--- src/rtl/stage_mm_ws.sv ---
// stage_mm_ws: memory stage between EX and WB with a req/ack RAM handshake,
// wait-state timeout, sub-word accesses and a hold buffer for a stalled WB.
// Optional build macro MM_MISALIGN_TRAP_EN: misaligned half/word accesses are
// trapped (no request, mem_misalign pulse, squashed to WB) instead of having
// their offending low address bits ignored.
module stage_mm_ws #(
  parameter int unsigned DATA_W     = 32,
  parameter int unsigned ADDR_W     = 32,
  parameter int unsigned REG_ADDR_W = 5,
  parameter int unsigned MAX_WAIT   = 15
) (
  input  logic                  clk,
  input  logic                  rst_n,
  input  logic                  en,
  input  logic                  stall,
  input  logic                  flush,
  input  logic                  is_load,
  input  logic                  is_store,
  input  logic [1:0]            size,
  input  logic                  is_unsigned,
  input  logic                  reg_wr,
  input  logic [REG_ADDR_W-1:0] reg_addr_rd,
  input  logic [DATA_W-1:0]     reg_data_rd,
  input  logic [ADDR_W-1:0]     alu_mem_addr,
  output logic                  stall_out,
  output logic [DATA_W-1:0]     ffw_MM_data_wr,
  output logic                  mem_req,
  output logic                  mem_we,
  output logic [ADDR_W-1:0]     mem_addr,
  output logic [DATA_W/8-1:0]   mem_be,
  output logic [DATA_W-1:0]     mem_data_w,
  input  logic [DATA_W-1:0]     mem_data_r,
  input  logic                  mem_ack,
  output logic                  mem_timeout,
`ifdef MM_MISALIGN_TRAP_EN
  output logic                  mem_misalign,
`endif
  output logic                  out_reg_wr,
  output logic [REG_ADDR_W-1:0] out_reg_addr_rd,
  output logic [DATA_W-1:0]     out_reg_data_rd,
  output logic                  out_flush
);

  localparam int unsigned BeW   = DATA_W / 8;
  localparam int unsigned OffW  = $clog2(BeW);
  localparam int unsigned CntW  = $clog2(MAX_WAIT + 1);

  typedef enum logic [1:0] {StIdle, StWait, StHold} state_e;

  function automatic logic [BeW-1:0] calc_be(input logic [1:0] sz, input logic [OffW-1:0] off);
    logic [BeW-1:0] be;
    case (sz)
      2'b00:   be = {{(BeW-1){1'b0}}, 1'b1} << off;
      2'b01:   be = {{(BeW-2){1'b0}}, 2'b11} << {off[OffW-1:1], 1'b0};
      default: be = '1;
    endcase
    return be;
  endfunction

  function automatic logic [DATA_W-1:0] repl(input logic [1:0] sz, input logic [DATA_W-1:0] d);
    logic [DATA_W-1:0] r;
    case (sz)
      2'b00:   r = {BeW{d[7:0]}};
      2'b01:   r = {(BeW/2){d[15:0]}};
      default: r = d;
    endcase
    return r;
  endfunction

  function automatic logic [DATA_W-1:0] extract(input logic [DATA_W-1:0] d, input logic [1:0] sz,
                                                input logic [OffW-1:0] off, input logic uns);
    logic [DATA_W-1:0] sh_b;
    logic [DATA_W-1:0] sh_h;
    logic [DATA_W-1:0] r;
    sh_b = d >> {off, 3'b000};
    sh_h = d >> {off[OffW-1:1], 4'b0000};
    case (sz)
      2'b00:   r = {{(DATA_W-8){~uns & sh_b[7]}}, sh_b[7:0]};
      2'b01:   r = {{(DATA_W-16){~uns & sh_h[15]}}, sh_h[15:0]};
      default: r = d;
    endcase
    return r;
  endfunction

  state_e                state_q, state_d;
  logic [CntW-1:0]       cnt_q, cnt_d;
  logic                  timeout_q, timeout_d;
  // request registers: the op as presented by EX when the access was launched
  logic [ADDR_W-1:0]     addr_q;
  logic [1:0]            size_q;
  logic                  uns_q, load_q, store_q, regwr_q;
  logic [REG_ADDR_W-1:0] rd_q;
  logic [DATA_W-1:0]     data_q;
  // result captured while WB is stalled
  logic [DATA_W-1:0]     res_q;
  logic                  res_wr_q;
  // WB output registers
  logic                  wb_wr_q;
  logic [REG_ADDR_W-1:0] wb_addr_q;
  logic [DATA_W-1:0]     wb_data_q;
  logic                  wb_flush_q;

  logic                  live, mis_c, in_wait, req_c, stall_c, cap, hold_we;
  logic                  wb_we, wb_wr, wb_flush;
  logic [REG_ADDR_W-1:0] wb_addr;
  logic [DATA_W-1:0]     wb_data;
  logic [ADDR_W-1:0]     s_addr;
  logic [1:0]            s_size;
  logic                  s_uns, s_load, s_store, s_regwr;
  logic [REG_ADDR_W-1:0] s_rd;
  logic [DATA_W-1:0]     s_data, result;
  logic [OffW-1:0]       s_off;
  logic                  result_wr;

  assign live = en && (is_load || is_store) && !flush;

`ifdef MM_MISALIGN_TRAP_EN
  assign mis_c = (is_load || is_store) &&
                 ((size == 2'b01 && alu_mem_addr[0]) || (size[1] && |alu_mem_addr[OffW-1:0]));
  assign mem_misalign = (state_q == StIdle) && live && mis_c;
`else
  assign mis_c = 1'b0;
`endif

  // While waiting, every access attribute comes from the request registers.
  assign in_wait   = (state_q == StWait);
  assign s_addr    = in_wait ? addr_q  : alu_mem_addr;
  assign s_size    = in_wait ? size_q  : size;
  assign s_uns     = in_wait ? uns_q   : is_unsigned;
  assign s_load    = in_wait ? load_q  : is_load;
  assign s_store   = in_wait ? store_q : is_store;
  assign s_regwr   = in_wait ? regwr_q : reg_wr;
  assign s_rd      = in_wait ? rd_q    : reg_addr_rd;
  assign s_data    = in_wait ? data_q  : reg_data_rd;
  assign s_off     = s_addr[OffW-1:0];
  assign result    = s_load ? extract(mem_data_r, s_size, s_off, s_uns) : s_data;
  assign result_wr = s_load ? 1'b1 : s_regwr;

  // Next-state, handshake outputs and WB write selection.
  always_comb begin
    state_d   = state_q;
    cnt_d     = cnt_q;
    timeout_d = 1'b0;
    req_c     = 1'b0;
    stall_c   = 1'b0;
    cap       = 1'b0;
    hold_we   = 1'b0;
    wb_we     = 1'b0;
    wb_wr     = 1'b0;
    wb_flush  = 1'b0;
    wb_addr   = s_rd;
    wb_data   = result;
    unique case (state_q)
      StIdle: begin
        if (live && !mis_c) begin
          req_c   = 1'b1;
          stall_c = !mem_ack;
          cap     = 1'b1;
          if (mem_ack) begin
            if (!stall) begin
              wb_we = 1'b1;
              wb_wr = result_wr;
            end else begin
              hold_we = 1'b1;
              state_d = StHold;
            end
          end else begin
            state_d = StWait;
            cnt_d   = CntW'(1);
          end
        end else if (en && !stall) begin
          // plain pass-through; squashed and trapped ops never write rd
          wb_we    = 1'b1;
          wb_wr    = reg_wr && !flush && !mis_c;
          wb_flush = flush || mis_c;
          wb_data  = reg_data_rd;
        end
      end
      StWait: begin
        req_c   = 1'b1;
        stall_c = 1'b1;
        if (mem_ack) begin
          cnt_d = '0;
          if (!stall) begin
            wb_we   = 1'b1;
            wb_wr   = result_wr;
            state_d = StIdle;
          end else begin
            hold_we = 1'b1;
            state_d = StHold;
          end
        end else if (cnt_q == CntW'(MAX_WAIT - 1)) begin
          // abort: the edge ending the MAX_WAIT-th request cycle
          timeout_d = 1'b1;
          cnt_d     = '0;
          wb_we     = 1'b1;
          wb_flush  = 1'b1;
          wb_data   = '0;
          state_d   = StIdle;
        end else begin
          cnt_d = cnt_q + CntW'(1);
        end
      end
      StHold: begin
        stall_c = 1'b1;
        if (!stall) begin
          wb_we   = 1'b1;
          wb_wr   = res_wr_q;
          wb_addr = rd_q;
          wb_data = res_q;
          state_d = StIdle;
        end
      end
      default: state_d = StIdle;
    endcase
  end

  // State, request, hold and WB registers; everything freezes while en is low.
  always_ff @(posedge clk) begin
    if (!rst_n) begin
      state_q    <= StIdle;
      cnt_q      <= '0;
      timeout_q  <= 1'b0;
      addr_q     <= '0;
      size_q     <= '0;
      uns_q      <= 1'b0;
      load_q     <= 1'b0;
      store_q    <= 1'b0;
      regwr_q    <= 1'b0;
      rd_q       <= '0;
      data_q     <= '0;
      res_q      <= '0;
      res_wr_q   <= 1'b0;
      wb_wr_q    <= 1'b0;
      wb_addr_q  <= '0;
      wb_data_q  <= '0;
      wb_flush_q <= 1'b1;
    end else begin
      timeout_q <= en ? timeout_d : 1'b0;
      if (en) begin
        state_q <= state_d;
        cnt_q   <= cnt_d;
        if (cap) begin
          addr_q  <= alu_mem_addr;
          size_q  <= size;
          uns_q   <= is_unsigned;
          load_q  <= is_load;
          store_q <= is_store;
          regwr_q <= reg_wr;
          rd_q    <= reg_addr_rd;
          data_q  <= reg_data_rd;
        end
        if (hold_we) begin
          res_q    <= result;
          res_wr_q <= result_wr;
        end
        if (wb_we) begin
          wb_wr_q    <= wb_wr;
          wb_addr_q  <= wb_addr;
          wb_data_q  <= wb_data;
          wb_flush_q <= wb_flush;
        end
      end
    end
  end

  assign stall_out       = stall_c;
  assign ffw_MM_data_wr  = result;
  assign mem_req         = req_c;
  assign mem_we          = req_c && s_store;
  assign mem_addr        = req_c ? {s_addr[ADDR_W-1:OffW], {OffW{1'b0}}} : '0;
  assign mem_be          = req_c ? calc_be(s_size, s_off) : '0;
  assign mem_data_w      = req_c ? repl(s_size, s_data) : '0;
  assign mem_timeout     = timeout_q;
  assign out_reg_wr      = wb_wr_q;
  assign out_reg_addr_rd = wb_addr_q;
  assign out_reg_data_rd = wb_data_q;
  assign out_flush       = wb_flush_q;

endmodule

--- config.mk ---
export PLATFORM = sky130hd
export DESIGN_NAME = stage_mm_ws
export DESIGN_NICKNAME = d
export VERILOG_FILES = /design/src/rtl/stage_mm_ws.sv
export SDC_FILE = /design/constraint.sdc
export NUM_CORES = 1
export LEC_CHECK = 0
export ABC_AREA = 1
export ABC_CLOCK_PERIOD_IN_PS = 6000
export CAP_MARGIN = 20
export CORE_ASPECT_RATIO = 1.5
export CORE_UTILIZATION = 52
export DETAILED_ROUTE_END_ITERATION = 8
export PLACE_DENSITY_LB_ADDON = 0.3
export SLEW_MARGIN = 20
export SYNTH_ARGS = -nofsm -noshare
export SYNTH_HDL_FRONTEND = slang
export SYNTH_SLANG_ARGS = --single-unit
--- constraint.sdc ---
create_clock -name clk -period 6 [get_ports clk]
set_input_delay 0.9 -clock clk [delete_from_list [all_inputs] [get_ports clk]]
set_output_delay 0.9 -clock clk [all_outputs]
set_load 0.01 [all_outputs]
==> results.yml, run 1 <==
cts:
  clk_latency_ns: 0.43
  cts_resized: 0
  clockRootBuffer: "clkbuf_16"
  hold_buffers: 0
  clockBufferDepth: 2
  clock-sinks: 154
  cts_tree: "yes"
  clk_pin_slew_worst_paths_ns: 0.06
  cts_max_level: 4
  numCtsBuffers: 17
  postCtsSetupBuffers: 0
routing:
  drt_iter0_drc: 997
  antenna_left: 0
  vias_per_cell: 5.57
  first_pass_iters: 8
  vias: 10200
  wire_per_inst_um: 17.1
  drt-total-wl_um: 31200
  drc_errors: 0
layout:
  diodes: 0
  layout-drive-gt1-share: 0.0457
  mostFrequentLayoutCell: "nand2_1"
  fin_util: 0.728
  fin_cells: 1826
  final_cell_mix: "407 x nand2_1, 252 x clkdlybuf4s50_1, 195 x a21oi_1, 162 x inv_1, 154 x dfxtp_1"
  area_growth_pct: 36.3
  nets: 1726
synth:
  synth_edf_count: 0
  synth-compound-area-share: 0.239
  yosys_warnings: 0
  synth_cells: 1411
  yosysSeqAreaShare: 0.355
  ys_types: 39
  synth_fa_ha_area_frac: 0.00864
  synth_seq_cells: 154
  synth-xor-area-share: 0.00101
  synth_mux_area_frac: 0.00518
  postSynthAreaPerCell_um2: 6.16
  synth-main-ff-cell: "dfxtp_1"
  synthArstFlopShare: 0
  netlist_area_um2: 8690
  synth_top_family_by_area: "simple AND/OR/NAND/NOR gates"
  synthSimpleGateAreaFrac: 0.274
sta:
  drv_slew: 0
  tightest_slew_ns: 1.28
  fin_crit_sh: 0.822
  final-hold-violation-count: 0
  fin_tns_setup_ns: 0
  slew_headroom: 0.137
  fin_skew_ns: 0.0123
  finalSetupViolCount: 0
  rsz0062_at_grt: "false"
  max_freq_mhz: 203
  period_needed_ns: 4.93
grt:
  grt_pass1_vias: 9251
  grt_max_degree: 92
  grt_overflow: 0
  grt_pass1_wl_um: 48000
  grt_antenna_before_repair: 0
  grt_util_all_layers: 0.360
worst_setup_path:
  cp_max_fo: 78
  cp.arrival_ns: 4.03
  cp-startpoint: "state_q[1]$_SDFFE_PN0P_"
  crit_path_end_kind: "primary output"
  crit_slowest_cell: "ha_4"
  critical_path.cell_chain: "inv_1 -> ha_4 -> inv_2 -> nand2_1 -> o21ai_2 -> buf_4 -> nor2_4 -> nand4_4 -> nand2_2 -> nand2_1 -> nand2_1 -> clkdlybuf4s50_1"
  rrSetupSlack_ns: 2.50
  cpMostUsedCell: "nand2_1"
  crit_type: "flip-flop to primary output"
  ff2ff_path_depth: 11
  r2r-start: "state_q[0]$_SDFFE_PN0P_"
  worstPathRequired_ns: 5.10
  cp_top_family: "simple AND/OR/NAND/NOR gates"
  r2r_end: "res_q[15]$_SDFFE_PN0P_"
  path_buf_inv: 4
  slowest_delay_ns: 0.67
  cp-endpoint: "ffw_MM_data_wr[25]"
  crit_cells: 12
  start_kind: "flip-flop"
power:
  power_density_nw_per_um2: 315
  power_leakage_uw: 0.00511
  peakVddDrop_v: 0.000207
floorplanning:
  core_um2: 16300
  rows: 57
  ios: 256
  start_util: 0.534
  dieArea_um2: 17200
  die_x_um: 108
  die_height_um: 160
placed_design:
  port_buffers: 253
  post-place-cells: 1794
  gp_congestion: 0.964
  dp_hpwl_um: 22000
flow_run:
  max_cap_violations: 0
hold_path:
  hold_class: "flip-flop to flip-flop"
outcome:
  status: "completed"
-- power breakdown --
group	leakage, uW	total [uW]	internal, uW	switching [uW]
combinational	0.00358	1470	575	891
sequential	0.00126	1150	1110	40.5
clock	0.000281	1110	636	477
-- cells by family after synthesis --
group | Yosys count
AND/OR/NAND/NOR | 588
AO/OA/AOI/OAI | 397
buffers and inverters | 260
flip-flops | 154
adder cells (fa/ha/maj) | 6
multiplexers | 4
other | 1
XOR/XNOR | 1
-- worst register-to-register path: cells and delay by family (launching register included) --
family	cells	cell delay, ns
and+or+nand+nor	3	0.78
DFF	1	0.35
buffers and inverters	5	1.15
adders and majority gates	1	0.82
AOI/OAI and AO/OA	2	0.35
-- final cells by class --
cell class | count | area [um^2]
repair buffers | 265 | 2620
multi-input cells | 998 | 4640
well taps | 206 | 258
fillers | 1396 | 4420
clock buffers | 19 | 443
clock inverters | 13 | 156
flip-flops and latches | 154 | 3080
inverters | 171 | 643
-- per-layer routing --
| layer | vias to the layer above | track usage | part of all wire |
|---|---|---|---|
| met5 | - | 0 | 0 |
| met2 | 597 | 0.570 | 0.46 |
| met3 | 129 | 0.0580 | 0.090 |
| li1 | 4943 | - | - |
| met4 | 0 | 0.253 | 0.069 |
| met1 | 4496 | 0.440 | 0.38 |
-- per-stage QoR --
stage	hold WS [ns]	cell area [um^2]	setup slack (ns)	total power (uW)
detailed placement	0.445	11200	1.45	2590
global route	0.472	11800	0.809	3890
floorplan	0.429	8690	2.83	1940
global placement	0.438	11200	1.49	2580
CTS	0.455	11800	1.18	3700
finish	0.454	11800	1.07	3730
-- worst min path at each step --
stage | startpoint | to | cells past startpoint
finish | data_q[8]$_SDFFE_PN0P_ | data_q[8]$_SDFFE_PN0P_ | 2
global route | data_q[13]$_SDFFE_PN0P_ | data_q[13]$_SDFFE_PN0P_ | 2
CTS | data_q[6]$_SDFFE_PN0P_ | data_q[6]$_SDFFE_PN0P_ | 2
detailed placement | data_q[6]$_SDFFE_PN0P_ | data_q[6]$_SDFFE_PN0P_ | 2
global placement | data_q[8]$_SDFFE_PN0P_ | data_q[8]$_SDFFE_PN0P_ | 2
floorplan | data_q[10]$_SDFFE_PN0P_ | data_q[10]$_SDFFE_PN0P_ | 2
-- Yosys cell counts (all sizes together), types with 2 or more instances --
library cell | number | area share
nand3 | 60 | 0.035
dfxtp | 154 | 0.35
o21ai | 163 | 0.095
a221o | 2 | 0.0023
a211oi | 16 | 0.014
nand3b | 5 | 0.0043
clkbuf | 65 | 0.028
nand2 | 411 | 0.18
nand4 | 4 | 0.0053
mux2 | 4 | 0.0052
nor2 | 102 | 0.046
a31oi | 2 | 0.0014
ha | 6 | 0.0086
buf | 24 | 0.015
o22ai | 15 | 0.011
a21oi | 195 | 0.11
inv | 170 | 0.073
nor3 | 4 | 0.0042
or2 | 2 | 0.0014
-- sequential cells by signal (all words and copies together), names as in the netlist, 2 cells and up --
| name | flops |
|---|---|
| cnt_q | 4 |
| res_q | 32 |
| state_q | 2 |
| size_q | 2 |
| out_reg_addr_rd | 5 |
| out_reg_data_rd | 32 |
| addr_q | 32 |
| rd_q | 5 |
| data_q | 32 |
(Power assumes the default switching activity.)
==> run 2: changes to the inputs <==
Settings changed: ABC_CLOCK_PERIOD_IN_PS 6000 to 4000, CORE_UTILIZATION 52 to 44.
Clock period 6 ns to 4 ns, I/O delays scaled along.
==> results.yml, run 2 (synthesis results as in run 1) <==
grt:
  grt_overflow: 0
  grt_antenna_before_repair: 1
  grt_pass1_vias: 9434
  grt_util_all_layers: 0.323
  grt_max_degree: 91
  grt_pass1_wl_um: 49800
cts:
  clock-sinks: 154
  clockBufferDepth: 2
  hold_buffers: 0
  numCtsBuffers: 17
  clk_latency_ns: 0.44
  cts_max_level: 4
  clockRootBuffer: "clkbuf_16"
  cts_tree: "yes"
  clk_pin_slew_worst_paths_ns: 0.06
worst_setup_path:
  cp-startpoint: "state_q[1]$_SDFFE_PN0P_"
  worstPathRequired_ns: 3.40
  start_kind: "flip-flop"
  crit_path_end_kind: "primary output"
  cp_max_fo: 16
  rrSetupSlack_ns: 1.27
  cp-endpoint: "ffw_MM_data_wr[27]"
  ff2ff_path_depth: 11
  crit_type: "flip-flop to primary output"
  r2r_end: "out_reg_data_rd[17]$_SDFFE_PN0P_"
  cp.arrival_ns: 3.21
  r2r-start: "state_q[0]$_SDFFE_PN0P_"
routing:
  vias_per_cell: 5.37
  first_pass_iters: 6
  drc_errors: 0
  antenna_left: 0
  vias: 10100
  drt-total-wl_um: 32600
  drt_iter0_drc: 884
  wire_per_inst_um: 17.2
sta:
  fin_ws_ns: 0.185
  fin_tns_setup_ns: 0
  finalSetupViolCount: 0
  fin_crit_sh: 0.954
  fin_skew_ns: 0.0135
  tightest_slew_ns: 1.10
  period_needed_ns: 3.81
  drv_slew: 0
  max_freq_mhz: 262
  slew_headroom: 0.261
  final-hold-violation-count: 0
  rsz0062_at_grt: "false"
layout:
  final_cell_mix: "405 x nand2_1, 252 x clkdlybuf4s50_1, 194 x a21oi_1, 162 x inv_1, 154 x dfxtp_1"
  mostFrequentLayoutCell: "nand2_1"
  area_growth_pct: 38.6
  nets: 1741
  diodes: 0
  layout-drive-gt1-share: 0.0569
hold_path:
  hold_class: "flip-flop to flip-flop"
floorplanning:
  rows: 62
  start_util: 0.452
  core_um2: 19200
  ios: 256
  die_height_um: 174
  die_x_um: 117
  dieArea_um2: 20300
placed_design:
  gp_congestion: 0.917
  pre_cts_slack_ns: 0.281
  port_buffers: 253
  dp_hpwl_um: 23300
power:
  power_density_nw_per_um2: 469
  peakVddDrop_v: 0.000247
  power_leakage_uw: 0.00519
outcome:
  status: "completed"
flow_run:
  max_cap_violations: 0
run 2: cell count changes in the layout (fill, tap and decap cells not counted), sizes merged:
cell and change:
clkinv +3, clkbuf -2, bufinv +1, inv -4, buf +15, clkinvlp +1
run 2: layout make-up:
type                            instances  area, um^2
Sequential cell                       154        3080
Fill cell                            1896        7200
Timing Repair Buffer                  280        2740
Inverter                              171         642
Clock buffer                           17         425
Multi-Input combinational cell        998        4660
Clock inverter                         14         175
Tap cell                              256         320
run 2: metal layers:
layer / vias to the layer above / share of wire / routed length, um / track usage
li1: 4959 / - / - / -
met1: 4587 / 0.39 / 12600 / 0.379
met2: 501 / 0.48 / 15500 / 0.531
met3: 102 / 0.078 / 2560 / 0.0715
met4: 0 / 0.060 / 1960 / 0.189
met5: - / 0 / 0 / 0
run 2: critical path: stages, from the launching register on:
cell	delay, ns
dfxtp_1	0.36
inv_1	0.11
ha_4	0.25
inv_2	0.21
nand2_1	0.12
nand2_2	0.15
inv_1	0.16
nand2_1	0.16
nand4_4	0.25
nand2_8	0.20
nand2_1	0.08
nand2_1	0.15
clkdlybuf4s50_1	0.58
run 2: repair_timing:
action / 4_1_cts / 5_1_grt
setup buffers: 2 / 1
pin swaps: 1 / 0
endpoints found under the setup margin: 23 / 31
gates cloned: 0 / 0
resized for setup: 0 / 8
run 2: worst min path at each step:
stage / startpoint / end / cells past startpoint
after detailed placement: data_q[8]$_SDFFE_PN0P_ / data_q[8]$_SDFFE_PN0P_ / 2
after floorplan: data_q[10]$_SDFFE_PN0P_ / data_q[10]$_SDFFE_PN0P_ / 2
final: data_q[8]$_SDFFE_PN0P_ / data_q[8]$_SDFFE_PN0P_ / 2
after global routing: data_q[10]$_SDFFE_PN0P_ / data_q[10]$_SDFFE_PN0P_ / 2
after global placement: data_q[8]$_SDFFE_PN0P_ / data_q[8]$_SDFFE_PN0P_ / 2
after CTS: data_q[1]$_SDFFE_PN0P_ / data_q[1]$_SDFFE_PN0P_ / 2
run 2: report_power, final:
group | leakage [uW] | internal, uW | switching, uW
combinational | 0.00366 | 900 | 1360
clock | 0.000279 | 981 | 690
sequential | 0.00126 | 1660 | 59.3
run 2: through the flow:
stage / total power (uW) / cells / cell area, um^2 / hold WS (ns) / util
after floorplan: 2910 / 1412 / 8690 / 0.429 / -
after global placement: 3940 / 1856 / 11400 / 0.438 / 0.592
after detailed placement: 3950 / 1856 / 11400 / 0.443 / 0.592
after CTS: 5630 / 1889 / 12000 / 0.453 / 0.624
after global routing: 5930 / 1890 / 12000 / 0.468 / 0.626
final: 5650 / 1890 / 12000 / 0.451 / 0.626
==> run 3: changes to the inputs <==
Settings changed: SETUP_SLACK_MARGIN set to 0.2.
==> results.yml, run 3 (synthesis results as in run 1) <==
routing:
  antenna_left: 0
  wire_per_inst_um: 17.4
  drt_iter0_drc: 917
  drc_errors: 0
  vias_per_cell: 5.40
  first_pass_iters: 8
  drt-total-wl_um: 33000
  vias: 10200
worst_setup_path:
  cp.arrival_ns: 3.13
  cp-startpoint: "state_q[1]$_SDFFE_PN0P_"
  start_kind: "flip-flop"
  r2r_end: "out_reg_data_rd[17]$_SDFFE_PN0P_"
  ff2ff_path_depth: 11
  worstPathRequired_ns: 3.40
  cp_max_fo: 21
  cp-endpoint: "mem_data_w[25]"
  slowest_delay_ns: 0.62
  crit_path_end_kind: "primary output"
  crit_slowest_cell: "clkdlybuf4s50_1"
  critical_path.cell_chain: "inv_1 -> ha_4 -> buf_4 -> buf_6 -> nand2_1 -> o21ai_0 -> nand2_1 -> nand2_1 -> a211oi_1 -> clkdlybuf4s50_1"
  rrSetupSlack_ns: 1.27
  crit_type: "flip-flop to primary output"
  cpMostUsedCell: "nand2_1"
  r2r-start: "state_q[0]$_SDFFE_PN0P_"
sta:
  tightest_slew_ns: 0.998
  drv_slew: 0
  rsz0062_at_grt: "true"
  fin_tns_setup_ns: 0
  fin_crit_sh: 0.932
  slew_headroom: 0.328
  fin_skew_ns: 0.0160
  final-hold-violation-count: 0
  max_freq_mhz: 268
  period_needed_ns: 3.73
  finalSetupViolCount: 0
floorplanning:
  die_x_um: 117
  die_height_um: 174
  start_util: 0.452
  core_um2: 19200
  rows: 62
  dieArea_um2: 20300
  ios: 256
layout:
  nets: 1747
  fin_util: 0.632
  layout-drive-gt1-share: 0.0646
  fin_cells: 1896
  diodes: 0
  layout.area.seq_um2: 3080
  mostFrequentLayoutCell: "nand2_1"
  multiInputGateArea_um2: 4730
  area_growth_pct: 40.0
  final_cell_mix: "401 x nand2_1, 251 x clkdlybuf4s50_1, 194 x a21oi_1, 161 x inv_1, 154 x dfxtp_1"
  nFillCells: 1876
placed_design:
  gp_congestion: 0.917
  post-place-cells: 1856
  port_buffers: 253
  dp_hpwl_um: 23300
cts:
  clockRootBuffer: "clkbuf_16"
  clockBufferDepth: 2
  clk_pin_slew_worst_paths_ns: 0.06
  cts_max_level: 4
  hold_buffers: 0
  clk_latency_ns: 0.44
  clock-sinks: 154
  numCtsBuffers: 17
  cts_tree: "yes"
grt:
  grt_pass1_vias: 9468
  grt_pass1_wl_um: 50100
  grt_overflow: 0
  grt_antenna_before_repair: 1
  grt_max_degree: 91
  grt_util_all_layers: 0.324
power:
  power_leakage_uw: 0.00525
  peakVddDrop_v: 0.000248
  power_density_nw_per_um2: 469
hold_path:
  hold_class: "flip-flop to flip-flop"
  hold_path_depth: 2
outcome:
  status: "completed"
flow_run:
  max_cap_violations: 0
## run 3: cell types whose count changed in the layout (fill, tap and decap cells not counted), sizes merged
cell	before	now
inv	171	170
clkinvlp	5	6
nand4	4	5
dlymetal6s2s	0	1
buf	28	33
clkdlybuf4s50	252	251
## run 3: repair_timing
item	CTS	global route
buffers inserted	3	5
gates resized for setup	8	22
pin swaps	2	2
cloned	0	1
endpoints found under the setup margin	40	36
## run 3: worst max-delay path: cells and delay by family (launching register included)
kind                       cells  cell delay (ns)
buffers and inverters          4             1.12
AOI/OAI and AO/OA              2             0.67
adders and majority gates      1             0.23
DFF                            1             0.35
and+or+nand+nor                3             0.32
## run 3: area by class of cell
type                       count  area share
multi-input combinational    999       0.388
inverter                     171      0.0539
tap                          256      0.0263
clock buffer                  17      0.0350
sequential                   154       0.253
clock inverter                14      0.0144
timing repair buffer         285       0.229
## run 3: worst min path at each step
stage | from | end | slack (ns)
3_3_place_gp | data_q[8]$_SDFFE_PN0P_ | data_q[8]$_SDFFE_PN0P_ | 0.44
6_report | data_q[8]$_SDFFE_PN0P_ | data_q[8]$_SDFFE_PN0P_ | 0.45
5_1_grt | data_q[10]$_SDFFE_PN0P_ | data_q[10]$_SDFFE_PN0P_ | 0.47
3_5_place_dp | data_q[8]$_SDFFE_PN0P_ | data_q[8]$_SDFFE_PN0P_ | 0.44
2_1_floorplan | data_q[10]$_SDFFE_PN0P_ | data_q[10]$_SDFFE_PN0P_ | 0.43
4_1_cts | data_q[1]$_SDFFE_PN0P_ | data_q[1]$_SDFFE_PN0P_ | 0.45
## run 3: per-layer routing
layer,wire length [um],up-vias,part of all wire,global-route usage
met5,0,-,0,0
met4,1880,0,0.057,0.189
met3,2560,101,0.077,0.0711
met2,15800,503,0.48,0.534
met1,12800,4665,0.39,0.382
li1,-,4975,-,-
## run 3: metrics by stage
step | cell area, um^2 | worst slack [ns] | total power, uW | hold WS, ns
after global routing | 12200 | 0.161 | 5980 | 0.468
after floorplan | 8690 | 1.43 | 2910 | 0.429
after CTS | 12000 | 0.231 | 5650 | 0.453
after detailed placement | 11400 | 0.281 | 3950 | 0.443
after global placement | 11400 | 0.299 | 3940 | 0.438
final | 12200 | 0.271 | 5700 | 0.452
## run 3: power by group
part | internal [uW] | total [uW] | switching, uW
logic | 921 | 2310 | 1390
clock network | 981 | 1670 | 691
registers | 1660 | 1720 | 59.1
total | 3560 | 5700 | 2140
